==> src/rtl/axis_wr_frame_sched.sv <==
// Frame write scheduler: cuts each frame from the CDC FIFO into fixed-size DMA bursts,
// one descriptor per burst, and rotates frames over a buffer ring avoiding the reader's buffer.
module axis_wr_frame_sched #(
  parameter int AXI_DATA_WIDTH = 256,
  parameter int AXI_ADDR_WIDTH = 32,
  parameter int TAG_WIDTH      = 8,
  parameter int BURST_LEN      = 64,
  parameter int NUM_BUFFERS    = 3,
  parameter logic [AXI_ADDR_WIDTH-1:0] BUF_BASE_ADDR = 32'h1000_0000,
  parameter logic [AXI_ADDR_WIDTH-1:0] BUF_STRIDE    = 32'h0200_0000,
  parameter int LEVEL_WIDTH    = 16,
  localparam int BYTES         = AXI_DATA_WIDTH / 8,
  localparam int BUF_IDX_W     = (NUM_BUFFERS > 1) ? $clog2(NUM_BUFFERS) : 1
) (
  input  logic                      axi_clk,
  input  logic                      axi_rst,
  input  logic                      i_frame_start,
  input  logic [23:0]               i_frame_beats,
  input  logic                      i_rd_buf_lock,
  input  logic [BUF_IDX_W-1:0]      i_rd_buf_idx,
  input  logic [AXI_DATA_WIDTH-1:0] s_fifo_tdata,
  input  logic                      s_fifo_tvalid,
  output logic                      s_fifo_tready,
  input  logic [LEVEL_WIDTH-1:0]    i_fifo_level,
  output logic [AXI_ADDR_WIDTH-1:0] m_desc_addr,
  output logic [31:0]               m_desc_len,
  output logic [TAG_WIDTH-1:0]      m_desc_tag,
  output logic                      m_desc_valid,
  input  logic                      m_desc_ready,
  input  logic [TAG_WIDTH-1:0]      s_status_tag,
  input  logic                      s_status_valid,
  output logic [AXI_DATA_WIDTH-1:0] m_axis_tdata,
  output logic [BYTES-1:0]          m_axis_tkeep,
  output logic                      m_axis_tvalid,
  input  logic                      m_axis_tready,
  output logic                      m_axis_tlast,
  output logic                      o_frame_done,
  output logic [BUF_IDX_W-1:0]      o_done_buf_idx,
  output logic                      o_busy,
  output logic [15:0]               o_drop_cnt
);

  localparam int CNT_W = $clog2(BURST_LEN + 1);
  localparam logic [BUF_IDX_W-1:0] LAST_IDX = BUF_IDX_W'(NUM_BUFFERS - 1);

  typedef enum logic [2:0] {
    IDLE, SEL_BUF, WAIT_DATA, SEND_DESC, STREAM, WAIT_STATUS
  } state_t;

  state_t state, state_nxt;

  logic [23:0]               nbursts_q, burst_idx_q, nbursts_c, beats_rem;
  logic [CNT_W-1:0]          last_beats_q, beat_cnt_q, cur_beats, last_beats_c;
  logic [BUF_IDX_W-1:0]      cur_buf_q, last_buf_q, done_buf_q;
  logic [BUF_IDX_W-1:0]      cand_buf, skip_buf, sel_buf;
  logic [AXI_ADDR_WIDTH-1:0] desc_addr_q, addr_c;
  logic [31:0]               desc_len_q;
  logic [TAG_WIDTH-1:0]      desc_tag_q;
  logic [15:0]               drop_cnt_q;
  logic                      frame_done_q;
  logic                      frame_go, is_final, level_ok, beat_fire, last_beat, status_hit;

  // Burst split: a remainder of zero means the final burst is a full one.
  assign frame_go     = i_frame_start && (i_frame_beats != '0);
  assign nbursts_c    = 24'((32'(i_frame_beats) + 32'(BURST_LEN - 1)) / 32'(BURST_LEN));
  assign beats_rem    = 24'(32'(i_frame_beats) % 32'(BURST_LEN));
  assign last_beats_c = (beats_rem == '0) ? CNT_W'(BURST_LEN) : CNT_W'(beats_rem);

  assign cand_buf = (last_buf_q == LAST_IDX) ? '0 : last_buf_q + 1'b1;
  assign skip_buf = (cand_buf == LAST_IDX) ? '0 : cand_buf + 1'b1;
  assign sel_buf  = (i_rd_buf_lock && (i_rd_buf_idx == cand_buf)) ? skip_buf : cand_buf;

  assign is_final   = (burst_idx_q == nbursts_q - 24'd1);
  assign cur_beats  = is_final ? last_beats_q : CNT_W'(BURST_LEN);
  assign level_ok   = (32'(i_fifo_level) >= 32'(cur_beats));
  assign beat_fire  = s_fifo_tvalid && m_axis_tready;
  assign last_beat  = (beat_cnt_q == cur_beats - CNT_W'(1));
  assign status_hit = s_status_valid && (s_status_tag == desc_tag_q);

  // Modular arithmetic in the address width gives the required truncation for free.
  assign addr_c = BUF_BASE_ADDR + AXI_ADDR_WIDTH'(cur_buf_q) * BUF_STRIDE
                + AXI_ADDR_WIDTH'(burst_idx_q) * AXI_ADDR_WIDTH'(BURST_LEN * BYTES);

  always_ff @(posedge axi_clk or posedge axi_rst) begin
    if (axi_rst) state <= IDLE;
    else         state <= state_nxt;
  end

  always_comb begin
    // NOTE: every output of this block gets a default first, so no path can infer a latch.
    state_nxt     = state;
    m_axis_tdata  = '0;
    m_axis_tvalid = 1'b0;
    s_fifo_tready = 1'b0;
    m_axis_tlast  = 1'b0;
    case (state)
      IDLE:        if (frame_go) state_nxt = SEL_BUF;
      SEL_BUF:     state_nxt = WAIT_DATA;
      WAIT_DATA:   if (level_ok) state_nxt = SEND_DESC;
      SEND_DESC:   if (m_desc_ready) state_nxt = STREAM;
      STREAM: begin
        m_axis_tdata  = s_fifo_tdata;
        m_axis_tvalid = s_fifo_tvalid;
        s_fifo_tready = m_axis_tready;
        m_axis_tlast  = last_beat;
        if (beat_fire && last_beat) state_nxt = WAIT_STATUS;
      end
      WAIT_STATUS: if (status_hit) state_nxt = is_final ? IDLE : WAIT_DATA;
      default:     state_nxt = IDLE;
    endcase
  end

  always_ff @(posedge axi_clk or posedge axi_rst) begin
    if (axi_rst) begin
      nbursts_q    <= '0;
      last_beats_q <= '0;
      burst_idx_q  <= '0;
      beat_cnt_q   <= '0;
      cur_buf_q    <= '0;
      last_buf_q   <= LAST_IDX;
      desc_addr_q  <= '0;
      desc_len_q   <= '0;
      desc_tag_q   <= '0;
      frame_done_q <= 1'b0;
      done_buf_q   <= '0;
      drop_cnt_q   <= '0;
    end else begin
      // NOTE: non-blocking assignments keep every register here reading pre-edge values.
      frame_done_q <= 1'b0;
      case (state)
        IDLE: if (frame_go) begin
          nbursts_q    <= nbursts_c;
          last_beats_q <= last_beats_c;
        end
        SEL_BUF: begin
          cur_buf_q   <= sel_buf;
          burst_idx_q <= '0;
        end
        WAIT_DATA: if (level_ok) begin
          desc_addr_q <= addr_c;
          desc_len_q  <= 32'(cur_beats) * 32'(BYTES);
          desc_tag_q  <= TAG_WIDTH'(burst_idx_q);
          beat_cnt_q  <= '0;
        end
        STREAM: if (beat_fire) beat_cnt_q <= last_beat ? '0 : beat_cnt_q + CNT_W'(1);
        WAIT_STATUS: if (status_hit) begin
          if (is_final) begin
            last_buf_q   <= cur_buf_q;
            done_buf_q   <= cur_buf_q;
            frame_done_q <= 1'b1;
          end else begin
            burst_idx_q <= burst_idx_q + 24'd1;
          end
        end
        default: ;
      endcase
      if (i_frame_start && (state != IDLE) && (drop_cnt_q != 16'hFFFF))
        drop_cnt_q <= drop_cnt_q + 16'd1;
    end
  end

  assign m_desc_addr    = desc_addr_q;
  assign m_desc_len     = desc_len_q;
  assign m_desc_tag     = desc_tag_q;
  assign m_desc_valid   = (state == SEND_DESC);
  assign m_axis_tkeep   = '1;
  assign o_frame_done   = frame_done_q;
  assign o_done_buf_idx = done_buf_q;
  assign o_busy         = (state != IDLE) || frame_done_q;
  assign o_drop_cnt     = drop_cnt_q;

endmodule

==> config.mk <==
export PLATFORM = sky130hd
export DESIGN_NAME = axis_wr_frame_sched
export DESIGN_NICKNAME = d
export VERILOG_FILES = /design/src/rtl/axis_wr_frame_sched.sv
export SDC_FILE = /design/constraint.sdc
export NUM_CORES = 1
export LEC_CHECK = 0
export CAP_MARGIN = 25
export CORE_AREA = 5 5 266 268
export CTS_CLUSTER_SIZE = 20
export DETAILED_ROUTE_END_ITERATION = 10
export DIE_AREA = 0 0 271 273
export GPL_TIMING_DRIVEN = 0
export SYNTH_ARGS = -nofsm -noshare
export SYNTH_HDL_FRONTEND = slang
export SYNTH_SLANG_ARGS = --single-unit
==> constraint.sdc <==
create_clock -name axi_clk -period 16.02 [get_ports axi_clk]
set_input_delay 3.204 -clock axi_clk [delete_from_list [all_inputs] [get_ports axi_clk]]
set_output_delay 3.204 -clock axi_clk [all_outputs]
set_load 0.03 [all_outputs]
# Yosys cells after proc, flatten, opt, wreduce, memory -nomap -nowiden
# Cells that the tools add are included.
# totals
ff_bits	135
inputBits	314
output_inout_bits	384
word_cells	89
# classes
add_sub_neg	10
n_lt_le_gt_ge	1
n_eq_ne	19
n_mux	26
n_reduce_logical	20
# ops
op	count
$mux W256	1
$mux W24	2
$pmux W24 S2	1
$mux W7	5
$add A30 B32 Y32	1
$add A29 B27 Y30 const A	1
$add A24 B6 Y25 const B	1
$add A24 B1 Y24 const B	1
$eq A24 B24 Y1	1
$logic_not A24 Y1	1
$reduce_bool A24 Y1	1
$sub A24 B1 Y24 const B	1
$pmux W3 S6	1
$add A16 B1 Y16 const B	1
$ge A16 B7 Y1	1
$ne A16 B16 Y1 const B	1
$mux W3	5
$pmux W7 S2	1
$ne A2 B2 Y1 const B	6
$reduce_and A3 Y1	3
$eq A8 B8 Y1	1
$mux W2	4
$add A7 B1 Y7 const B	1
$eq A7 B7 Y1	1
16 further kinds	33

# Depth between registers and ports, before layout
# Gate-level depths: netlist of run 1.
# depth
ltp_word	8
depth_mapped	24

# Worst setup path after synthesis of run 1
# No wires, ideal clock.
# synth_timing
path_kind	flip-flop to output port
start	reg nbursts_q[0]
end	out m_axis_tlast
arrival_ps	5070
required_time_ps	12816
path_slack_ps	7746
path_stages_with_launch	24
path_buffers	4
path_cell_list	dfrtp_1 clkbuf_1 inv_1 ha_1 or4b_1 or4_4 or4_1 o31a_1 a21oi_1 and2_1 buf_2 nand2_1 ha_1 buf_4 xnor2_1 xnor2_1 nor2_1 nand2_1 o31ai_1 a21oi_1 or3b_1 buf_6 or2_4 nor2b_1
# synth_between
elab_chain_len	6
# synth_rtl
item	line	rtl
start: declaration	52	logic [23:0] nbursts_q, burst_idx_q, nbursts_c, beats_rem;
start signal: assignment	132	nbursts_q <= nbursts_c;
$sub A24 B1 Y24	73	assign is_final = (burst_idx_q == nbursts_q - 24'd1);
$eq A24 B24 Y1	73	
$mux W7	74	assign cur_beats = is_final ? last_beats_q : CNT_W'(BURST_LEN);
$sub A7 B1 Y7	77	assign last_beat = (beat_cnt_q == cur_beats - CNT_W'(1));
$eq A7 B7 Y1	77	
$mux W1	96	case (state)
end: declaration	36	output logic m_axis_tlast,
# Every way passes these cells.

# Final worst setup path of run 1
# Same ends and word-level chain as after synthesis.

==> results of run 1 <==
-- layer usage --
| layer | GRT usage | vias to the layer above | share of wire |
|---|---|---|---|
| li1 | - | 5344 | - |
| met2 | 0.296 | 652 | 0.45 |
| met1 | 0.248 | 5498 | 0.41 |
| met5 | 0 | - | 0.00037 |
| met4 | 0.0247 | 4 | 0.018 |
| met3 | 0.0766 | 110 | 0.12 |
-- power groups by stage --
stage	clock [mW]	sequential, mW	combinational (mW)
5_1_grt	0.242	0.409	1.31
3_3_place_gp	0	0.404	1.20
3_5_place_dp	0	0.404	1.20
4_1_cts	0.235	0.399	1.21
6_report	0.228	0.399	1.21
2_1_floorplan	0	0.410	0.664
-- per-stage QoR --
step	setup WS [ps]	total power, mW	hold slack [ps]
floorplan	7750	1.07	471
detailed placement	6670	1.61	472
CTS	6220	1.85	491
global placement	6650	1.61	465
finish	6270	1.84	486
global route	5800	1.96	507
-- final timing paths --
path,to,depth (start not counted),slack [ps],start
hold reg to reg,m_desc_addr[27],2,490,m_desc_addr[27]
setup / recovery,m_axis_tlast,23,6270,nbursts_q[0]
setup reg to reg,m_desc_addr[12],24,9320,nbursts_q[0]
min in group asynchronous,nbursts_q[14],2,3280,axi_rst
hold / removal,m_desc_addr[27],2,490,m_desc_addr[27]
max in group asynchronous,last_buf_q[1],3,12030,axi_rst
-- cell usage in the layout (no fill, tap or decap), types with 13 or more instances in the layout --
cell type	netlist	final
buf_4	78	78
nor2_1	44	44
nand3_1	33	33
clkdlybuf4s50_1	0	629
nand2_1	90	90
and2_1	13	13
xnor2_1	60	60
and3_1	269	269
nand4_1	14	14
nor4_1	17	17
dfrtp_1	109	109
nor3_1	20	20
inv_1	28	27
diode_2	0	22
ha_1	14	14
clkbuf_1	84	85
mux2_2	21	21
xor2_1	30	30
conb_1	2	68
a21oi_1	14	14
o21ai_0	61	61
-- sequential cells by signal, summed over array words and instances, names as in the netlist --
register / cells
last_beats_q: 7
o_done_buf_idx: 1
state: 3
o_drop_cnt: 16
m_desc_len: 7
m_desc_addr: 21
nbursts_q: 19
last_buf_q: 2
beat_cnt_q: 7
o_frame_done: 1
cur_buf_q: 2
burst_idx_q: 24
-- area by class of cell --
cell class	count	area (µm²)
Fill cell	7356	50900
Timing Repair Buffer	634	6360
Multi-Input combinational cell	896	5610
Sequential cell	110	2750
Tap cell	882	1100
Buffer	169	951
Clock buffer	10	229
Inverter	28	110
Clock inverter	6	65.1
Antenna cell	22	55.1
-- cell families (layout without fill, tap and decap cells) --
kind of cell / Yosys count / in the layout / share of synthesized area
multiplexers: 24 / 24 / 0.0290
AND/OR/NAND/NOR: 559 / 559 / 0.346
buffers and inverters: 197 / 847 / 0.115
flip-flops: 110 / 110 / 0.300
adder cells (fa/ha/maj): 15 / 15 / 0.0213
other: 2 / 90 / 0.000818
XOR/XNOR: 90 / 90 / 0.0859
AO/OA/AOI/OAI: 140 / 140 / 0.101
-- critical path: stages, from the launching register on --
cell and delay, ps:
dfrtp_1 360, clkbuf_1 180, inv_1 90, ha_1 250
or4b_1 520, or4_4 580, or4_1 540, o31a_1 130
a21oi_1 230, and2_1 150, buf_2 210, nand2_1 140
ha_1 210, buf_4 170, nand3_1 100, o21ai_0 120
nand2_1 90, a211oi_1 70, nor4_1 290, or3b_1 400
buf_6 150, or2_4 240, nor2b_1 190, clkdlybuf4s50_1 770
==> reports/metrics.cfg, run 1 <==
[clocking]
post_cts_buffers=0
clk_transition_reported_paths_ps=80
cts_tree=built
max-clock-path-buffers=2
cts_resized=0
hold_buffers=0
clk_latency_ps=370
cts_root_buf=clkbuf_16
h-tree-depth=3
numCtsBuffers=9
cts.sinks=110

[placed_design]
dp_cells=2718
gp_congestion=1.01
hpwl_um=64400
io_buffers=629
placed_cell_area_um2=16900

[logic_synthesis]
synthFlopType=dfrtp_1
yosysWarnings=0
synth-seq-cells=110
syn_area_per_cell_um2=8.07
synth_top_area_share=0.297
post-synth-top-area-cell=dfrtp_1
synth_edf_count=0
synth_most_common_cell=and3_1
yosysSeqAreaShare=0.300
synthCells=1137
synthArstFlopShare=1.00
synth_area_leaders=dfrtp_1, and3_1, buf_4
synth_common_cells=and3_1, dfrtp_1, nand2_1
synth_cell_types=74
syn_area_um2=9180

[power_and_ir_drop]
seq_power_share=0.217
leakage_nw=7.56
p_clk_frac=0.124
power_density_nw_per_um2=107
p_sw_frac=0.515
p_int_uw=893
ir_drop_uv=56.7
p_sw_uw=948
combPwrFrac=0.660

[sta]
slew_headroom=0.366
fmax_ghz=0.103
period_minus_slack_ps=9750
slew_viol_final=0
setup_violations=0
worst_pin_slew_ps=937
finalHoldViolations=0
fin_skew_ps=14.4
period_share=0.609
fin_setup_tns_ps=0
grt_setup_unrepaired=false

[layout]
final_cells=2757
final_nets=2177
area_growth_pct=87.9
drive_above_1_share=0.0777
fin_area_um2=17200
utilization=0.253

[setup_path]
arrival_ps=6550
crit_type=register to output port
path_max_fanout=9
start_kind=register
required_ps=12820
endpoint_kind=output port

[global_routing]
grt_max_degree=57
grt_pass1_vias=10800
globalRouteOverflowTotal=0
grt_pass1_wl_um=96600
antenna_found_initial=59
grt.total_usage=0.188

[floorplanning]
rows=96
die_area_um2=74000
chipWidth_um=271
coreArea_um2=68100
die_h_um=273
start_util=0.135
ios=698

[status]
status=complete, no violations

[drt]
via_count=11600
first_iter_violations=1152
wl_per_cell_um=26.8
viasPerCell=4.21
firstDrtPassIters=5
drc=0
antenna_left=0
drt_wl_total_um=73800

[min_path]
hold_path.class=register to register

[job]
max_cap_violations=0

Note: power is estimated with default switching activity, not from simulation.
==> run 2, diff against run 1 <==
Settings changed: CORE_AREA 5 5 266 268 to 5 5 267 269, DIE_AREA 0 0 271 273 to 0 0 272 274.
Clock period 16.02 ns to 8.82 ns, I/O delays scaled along.
==> reports/metrics.cfg, run 2 (synthesized netlist as in run 1, its figures left out) <==
[status]
status=complete, no violations

[sta]
period_minus_slack_ps=8240
finalHoldViolations=0
period_share=0.935
worst_pin_slew_ps=936
slew_viol_final=0
fin_skew_ps=19.9
fmax_ghz=0.121
slew_headroom=0.367
fin_setup_tns_ps=0
setup_violations=0
grt_setup_unrepaired=false

[placed_design]
hpwl_um=67400
io_buffers=629
gp_congestion=0.953

[floorplanning]
die_area_um2=74500
start_util=0.134
coreArea_um2=68300
ios=698
die_h_um=274
chipWidth_um=272
rows=96

[global_routing]
grt.total_usage=0.194
grt_pass1_vias=11000
grt_pass1_wl_um=99700
antenna_found_initial=87
grt_max_degree=95
globalRouteOverflowTotal=0

[drt]
drt_wl_total_um=76800
first_iter_violations=947
viasPerCell=4.24
via_count=11700
drc=0
antenna_left=0
firstDrtPassIters=5
wl_per_cell_um=27.9

[setup_path]
critical_path.max_stage_delay_ps=770
crit_type=register to output port
cp_cell_sequence=clkbuf_1 -> inv_1 -> ha_1 -> or4b_1 -> or4_4 -> or4_1 -> o31a_1 -> a21oi_1 -> and2_1 -> buf_2 -> nand2_1 -> ha_1 -> buf_4 -> xnor2_1 -> xnor2_1 -> nor2_1 -> nand2_1 -> o31ai_1 -> a21oi_1 -> or3b_1 -> buf_6 -> or2_4 -> nor2b_1 -> clkdlybuf4s50_1
path_max_fanout=9
arrival_ps=6480
start_kind=register
regToRegSetupSlack_ps=2130
r2r_cells=24
required_ps=7060
cp.depth=24
regToRegStartpoint=nbursts_q[0]
endpoint_kind=output port
path_buf_inv=6
crit_slowest_cell=clkdlybuf4s50_1
critPathTopFamily=simple AND/OR/NAND/NOR gates
r2r_end=m_desc_addr[19]

[clocking]
max-clock-path-buffers=2
clk_latency_ps=370
cts_tree=built
post_cts_buffers=0
cts_resized=0
cts.sinks=110
hold_buffers=0
cts_root_buf=clkbuf_16
numCtsBuffers=9
clk_transition_reported_paths_ps=90
h-tree-depth=3

[job]
max_cap_violations=0

[min_path]
hold_path.class=register to register
hold_depth=2
hp-start=m_desc_len[8]
min_to=m_desc_len[8]

[power_and_ir_drop]
power_density_nw_per_um2=193
ir_drop_uv=105
p_sw_frac=0.513
combPwrFrac=0.653
seq_power_share=0.217
p_clk_frac=0.130
p_int_mw=1.62
p_sw_mw=1.71
leakage_nw=7.56
p_total_mw=3.33

[layout]
drive_above_1_share=0.0783
nFillCells=7434
final_nets=2177
regMostFlops=burst_idx_q
largest_reg_flops=24
area_growth_pct=88.0
final_common_cell=clkdlybuf4s50_1
layout_common_cells=clkdlybuf4s50_1, and3_1, dfrtp_1

[run 2: through the flow]
stage	hold WS, ps	std cells	worst slack (ps)	area, µm²	utilization
6_report	484	2757	575	17300	0.252
5_1_grt	513	2743	84.9	17200	0.252
4_1_cts	495	2734	531	17200	0.251
3_5_place_dp	473	2718	985	16900	0.247
3_3_place_gp	467	2714	942	16800	0.246
2_1_floorplan	471	1203	1990	9420	-
[run 2: worst register-to-register path, stage by stage, from the launching register on]
cell and delay (ps):
dfrtp_1 360, clkbuf_1 180, inv_1 90, ha_1 250, or4b_1 520, or4_4 580
or4_1 530, o31a_1 130, a21oi_1 180, and2_1 140, buf_2 200, nand2_1 130
inv_1 100, ha_1 220, nand2b_1 140, a21o_1 170, a21o_1 170, a21o_1 160
a21o_1 170, a21oi_1 350, o311ai_0 230, buf_2 210, nand3_1 360, clkbuf_1 590
mux2_2 410
[run 2: power groups by stage]
stage               logic [mW]  clock network [mW]  registers (mW)
floorplan                 1.21                   0           0.744
global placement          2.16                   0           0.732
detailed placement        2.16                   0           0.734
CTS                       2.18               0.446           0.725
global route              2.35               0.465           0.741
finish                    2.18               0.431           0.724
[run 2: worst max path at each step]
| stage | from | endpoint | slack, ps |
|---|---|---|---|
| 6_report | nbursts_q[0] | m_axis_tlast | 580 |
| 5_1_grt | nbursts_q[0] | m_axis_tlast | 80 |
| 4_1_cts | nbursts_q[0] | m_axis_tlast | 530 |
| 3_5_place_dp | nbursts_q[0] | m_axis_tlast | 990 |
| 3_3_place_gp | nbursts_q[0] | m_axis_tlast | 940 |
| 2_1_floorplan | nbursts_q[0] | m_axis_tlast | 1990 |
[run 2: final cells by class]
type	instances	area, µm²	share of cell area
repair buffers	634	6350	0.368
multi-input cells	896	5610	0.325
flip-flops and latches	110	2750	0.160
well taps	882	1100	0.0640
plain buffers	169	951	0.0551
clock buffers	9	225	0.0131
inverters	28	110	0.00638
clock inverters	7	85.1	0.00493
diodes	22	55.1	0.00319
[run 2: per-layer routing]
metal / routed length (µm) / GRT usage
met5: 55 / 0
met1: 31900 / 0.251
met2: 34900 / 0.311
met4: 1570 / 0.0342
met3: 8320 / 0.0775
==> run 3, diff against run 2 <==
Settings changed: PLACE_DENSITY from default to 0.47.
==> reports/metrics.cfg, run 3 (synthesized netlist as in run 1, its figures left out) <==
[power_and_ir_drop]
p_total_mw=3.42
leakage_nw=7.56
p_int_mw=1.62
p_sw_mw=1.80
power_density_nw_per_um2=199
seq_power_share=0.211
p_sw_frac=0.526
combPwrFrac=0.665
p_clk_frac=0.124
ir_drop_uv=88.1

[layout]
largest_reg_flops=24
final_cells=2743
regMostFlops=burst_idx_q
layout_common_cells=clkdlybuf4s50_1, and3_1, dfrtp_1
drive_above_1_share=0.0783
final_common_cell=clkdlybuf4s50_1
final_nets=2175
area_growth_pct=87.5

[clocking]
cts_tree=built
cts_root_buf=clkbuf_16
cts.sinks=110
clk_latency_ps=360
numCtsBuffers=9
post_cts_buffers=0
max-clock-path-buffers=2
clk_transition_reported_paths_ps=90
h-tree-depth=3
hold_buffers=0

[job]
max_cap_violations=0

[drt]
firstDrtPassIters=5
wl_per_cell_um=30.9
via_count=11500
viasPerCell=4.19
first_iter_violations=760
drt_wl_total_um=84900
antenna_left=0
drc=0

[floorplanning]
coreArea_um2=68300
start_util=0.134
ios=698
chipWidth_um=272
rows=96
die_h_um=274
die_area_um2=74500

[global_routing]
globalRouteOverflowTotal=0
grt_max_degree=91
grt_pass1_vias=11400
grt.total_usage=0.216
grt_pass1_wl_um=110000
antenna_found_initial=34

[setup_path]
endpoint_kind=output port
path_max_fanout=9
start_kind=register
crit_type=register to output port
arrival_ps=6340
required_ps=7060

[sta]
finalHoldViolations=0
fin_setup_tns_ps=0
whs_ps=489
worst_pin_slew_ps=1010
slew_viol_final=0
slew_headroom=0.312
setup_violations=0
fmax_ghz=0.123
period_minus_slack_ps=8100
period_share=0.919
grt_setup_unrepaired=false
fin_skew_ps=13.2

[status]
status=complete, no violations

[min_path]
hold_path.class=register to register

[placed_design]
io_buffers=629
gp_congestion=0.974
hpwl_um=75300
dp_cells=2717

-- run 3: layout make-up --
type                            instances  area (µm²)
Inverter                               28         110
Clock inverter                          7        75.1
Timing Repair Buffer                  632        6340
Antenna cell                           10        25.0
Buffer                                169         951
Tap cell                              882        1100
Multi-Input combinational cell        896        5620
Sequential cell                       110        2750
Clock buffer                            9         225
Fill cell                            7369       51100
-- run 3: repair_timing --
item | 4_1_cts | 5_1_grt
gates resized for setup | 0 | 1
hold endpoints to repair | 0 | 0
endpoints found under the setup margin | 0 | 1
-- run 3: through the flow --
| step | setup slack [ps] | area, µm² | utilization |
|---|---|---|---|
| 2_1_floorplan | 1990 | 9420 | - |
| 4_1_cts | 263 | 17200 | 0.251 |
| 6_report | 715 | 17200 | 0.252 |
| 3_3_place_gp | 728 | 16800 | 0.246 |
| 5_1_grt | 281 | 17200 | 0.251 |
| 3_5_place_dp | 696 | 16900 | 0.247 |
-- run 3: final timing paths --
| kind | start | endpoint | slack, ps | cells past startpoint |
|---|---|---|---|---|
| max | nbursts_q[0] | m_axis_tlast | 720 | 24 |
| min | m_desc_len[6] | m_desc_len[6] | 490 | 2 |
| max reg2reg | nbursts_q[0] | m_desc_addr[19] | 2210 | 24 |
| min reg2reg | m_desc_len[6] | m_desc_len[6] | 490 | 2 |
| max in group asynchronous | axi_rst | last_buf_q[1] | 6360 | 3 |
| min in group asynchronous | axi_rst | nbursts_q[1] | 1710 | 2 |
-- run 3: power by group through the flow --
stage | logic (mW) | registers, mW | clock network [mW]
5_1_grt | 2.43 | 0.742 | 0.457
4_1_cts | 2.29 | 0.723 | 0.440
3_3_place_gp | 2.27 | 0.731 | 0
6_report | 2.28 | 0.723 | 0.425
2_1_floorplan | 1.21 | 0.744 | 0
3_5_place_dp | 2.27 | 0.733 | 0
-- run 3: worst max-delay path, cell delays in order, from the launching register on --
cell and delay (ps):
dfrtp_1 360, clkbuf_1 190, inv_1 100, ha_1 260
or4b_1 550, or4_4 580, or4_1 510, o31a_1 120
a21oi_1 290, and2_1 170, buf_2 230, nand2_1 160
ha_1 210, buf_4 170, xnor2_1 280, xnor2_1 110
nor2_1 90, nand2_1 60, o31ai_1 80, a21oi_1 110
or3b_1 420, buf_6 160, or2_4 240, nor2b_1 130
dlymetal6s2s_1 400
-- run 3: per-layer routing --
metal | share of wire | track usage
met1 | 0.40 | 0.259
met2 | 0.52 | 0.405
met3 | 0.067 | 0.0553
met4 | 0.0092 | 0.0180
met5 | 0 | 0
==> patch (flow settings as in run 3) <==
Encoding of `state_t`: now one-hot (6 bits for 6 states).
--- a/src/rtl/axis_wr_frame_sched.sv
+++ b/src/rtl/axis_wr_frame_sched.sv
@@ -43,8 +43,8 @@
   localparam int CNT_W = $clog2(BURST_LEN + 1);
   localparam logic [BUF_IDX_W-1:0] LAST_IDX = BUF_IDX_W'(NUM_BUFFERS - 1);
 
-  typedef enum logic [2:0] {
-    IDLE, SEL_BUF, WAIT_DATA, SEND_DESC, STREAM, WAIT_STATUS
+  typedef enum logic [5:0] {
+    IDLE = 6'b000001, SEL_BUF = 6'b000010, WAIT_DATA = 6'b000100, SEND_DESC = 6'b001000, STREAM = 6'b010000, WAIT_STATUS = 6'b100000
   } state_t;
 
   state_t state, state_nxt;
Behaviour: no difference found for any inputs over 4 cycles, from zero or initial values and one cycle with axi_rst high; so few cycles prove little.
==> patch against run 3 <==
- wire length fell by 4.3%
- worst setup slack worse by 0.017 ns
- first-iteration DRC count down 11%
- sequential cell count rose by 3
- design area up 1.7%
- synthesized area about the same
- via count is 4.8% lower
- largest cell class unchanged
Power is not compared: it rests on default switching activity, and its combinational part moved more than twofold at a synthesized area within 25%.
==> patch: results <==
[routing]
viasPerCell = 4.01
drt_iter0_drcs = 674
dr.max_layer_used = "met5"
wirelength_mm = 81.2
wl_met3_mm = 7.24

[global_route]
wire_length_of_the_first_global_routing_pass_mm = 104
grt_util_met1_pct = 25.2
groute.layer.met2.usage_pct = 35.4
first_global_vias = 10700
antenna_found_initial = 72
grt_start_max_net_pins = 66

[worst_setup_path]
worst_path_slowest_cell = "or4_1"
arrival_ns = 6.36
cpPeakStageDelay_ns = 0.65
path_max_fanout = 7

[synth]
synth.area.top_cells = "dfrtp_1 30%, and2_1 18%, buf_4 6.5%"
yosys-mux-area-fraction_pct = 3.78
synth-compound-area-share_pct = 10.3
post_synth_xor_area_fraction_pct = 7.45
post_synth_most_frequent_cells = "263 x and2_1, 111 x dfrtp_1, 102 x nand2_1"
number_of_distinct_library_cells_after_synthesis = 75

[cts]
cts-resized-gates = 1
number_of_h_tree_levels = 4
worstSkewPairLatency_ns = 0.43
cts-buffers-inserted = 17
clk_pin_slew_ns = 0.06

[finish]
buf_share_pct = 41.1
nClkBuffers = 19
n_all_buffers = 769
multi_input_cells = 901
n_antenna_cell = 18
multi_input_comb_area_sq_um = 5660
post_route_cells_drive_above_1_share_pct = 9.91
num-nonclk-inverters = 21

[place]
dp.final_hpwl_mm = 73.7
gpl.final_weighted_congestion = 0.954

[outcome]
run_status = "finished, final reports clean"

[power]
total_power_uw = 2470
-- patch: cell types whose count changed in the layout (fill, tap and decap cells not counted), moves of 7 or more --
| cell | change |
|---|---|
| a21oi_1 | +15 |
| clkbuf_1 | -35 |
| nand2_1 | +12 |
| and2_1 | +250 |
| clkbuf_16 | +8 |
| o21ai_0 | +13 |
| inv_1 | -7 |
| diode_2 | +8 |
| o31ai_1 | -7 |
| nor2_1 | -11 |
| and3_1 | -255 |
| xnor2_1 | -10 |
| or3_1 | +19 |
| nand3_1 | -10 |
-- patch: metrics by stage --
| stage | std cells | util [%] | area [sq um] | setup slack [ns] |
|---|---|---|---|---|
| 2_1_floorplan | 1173 | - | 9420 | 1.74 |
| 3_3_place_gp | 2684 | 24.6 | 16800 | 0.162 |
| 3_5_place_dp | 2686 | 24.7 | 16900 | 0.162 |
| 4_1_cts | 2718 | 25.5 | 17400 | 0.0300 |
| 5_1_grt | 2720 | 25.5 | 17500 | 0.198 |
| 6_report | 2736 | 25.6 | 17500 | 0.698 |
-- patch: worst paths after layout --
check	startpoint	to	slack, ns	depth (start not counted)
setup / recovery	nbursts_q[0]$_DFFE_PP0P_	m_axis_tlast	0.70	20
hold reg to reg	m_desc_len[8]$_DFFE_PP0P_	m_desc_len[8]$_DFFE_PP0P_	0.49	2
min in group asynchronous	axi_rst	burst_idx_q[9]$_DFFE_PP0P_	1.77	2
hold / removal	m_desc_len[8]$_DFFE_PP0P_	m_desc_len[8]$_DFFE_PP0P_	0.49	2
max in group asynchronous	axi_rst	last_buf_q[1]$_DFFE_PP1P_	6.33	3
setup reg to reg	nbursts_q[0]$_DFFE_PP0P_	m_desc_addr[17]$_DFFE_PP0P_	2.53	22
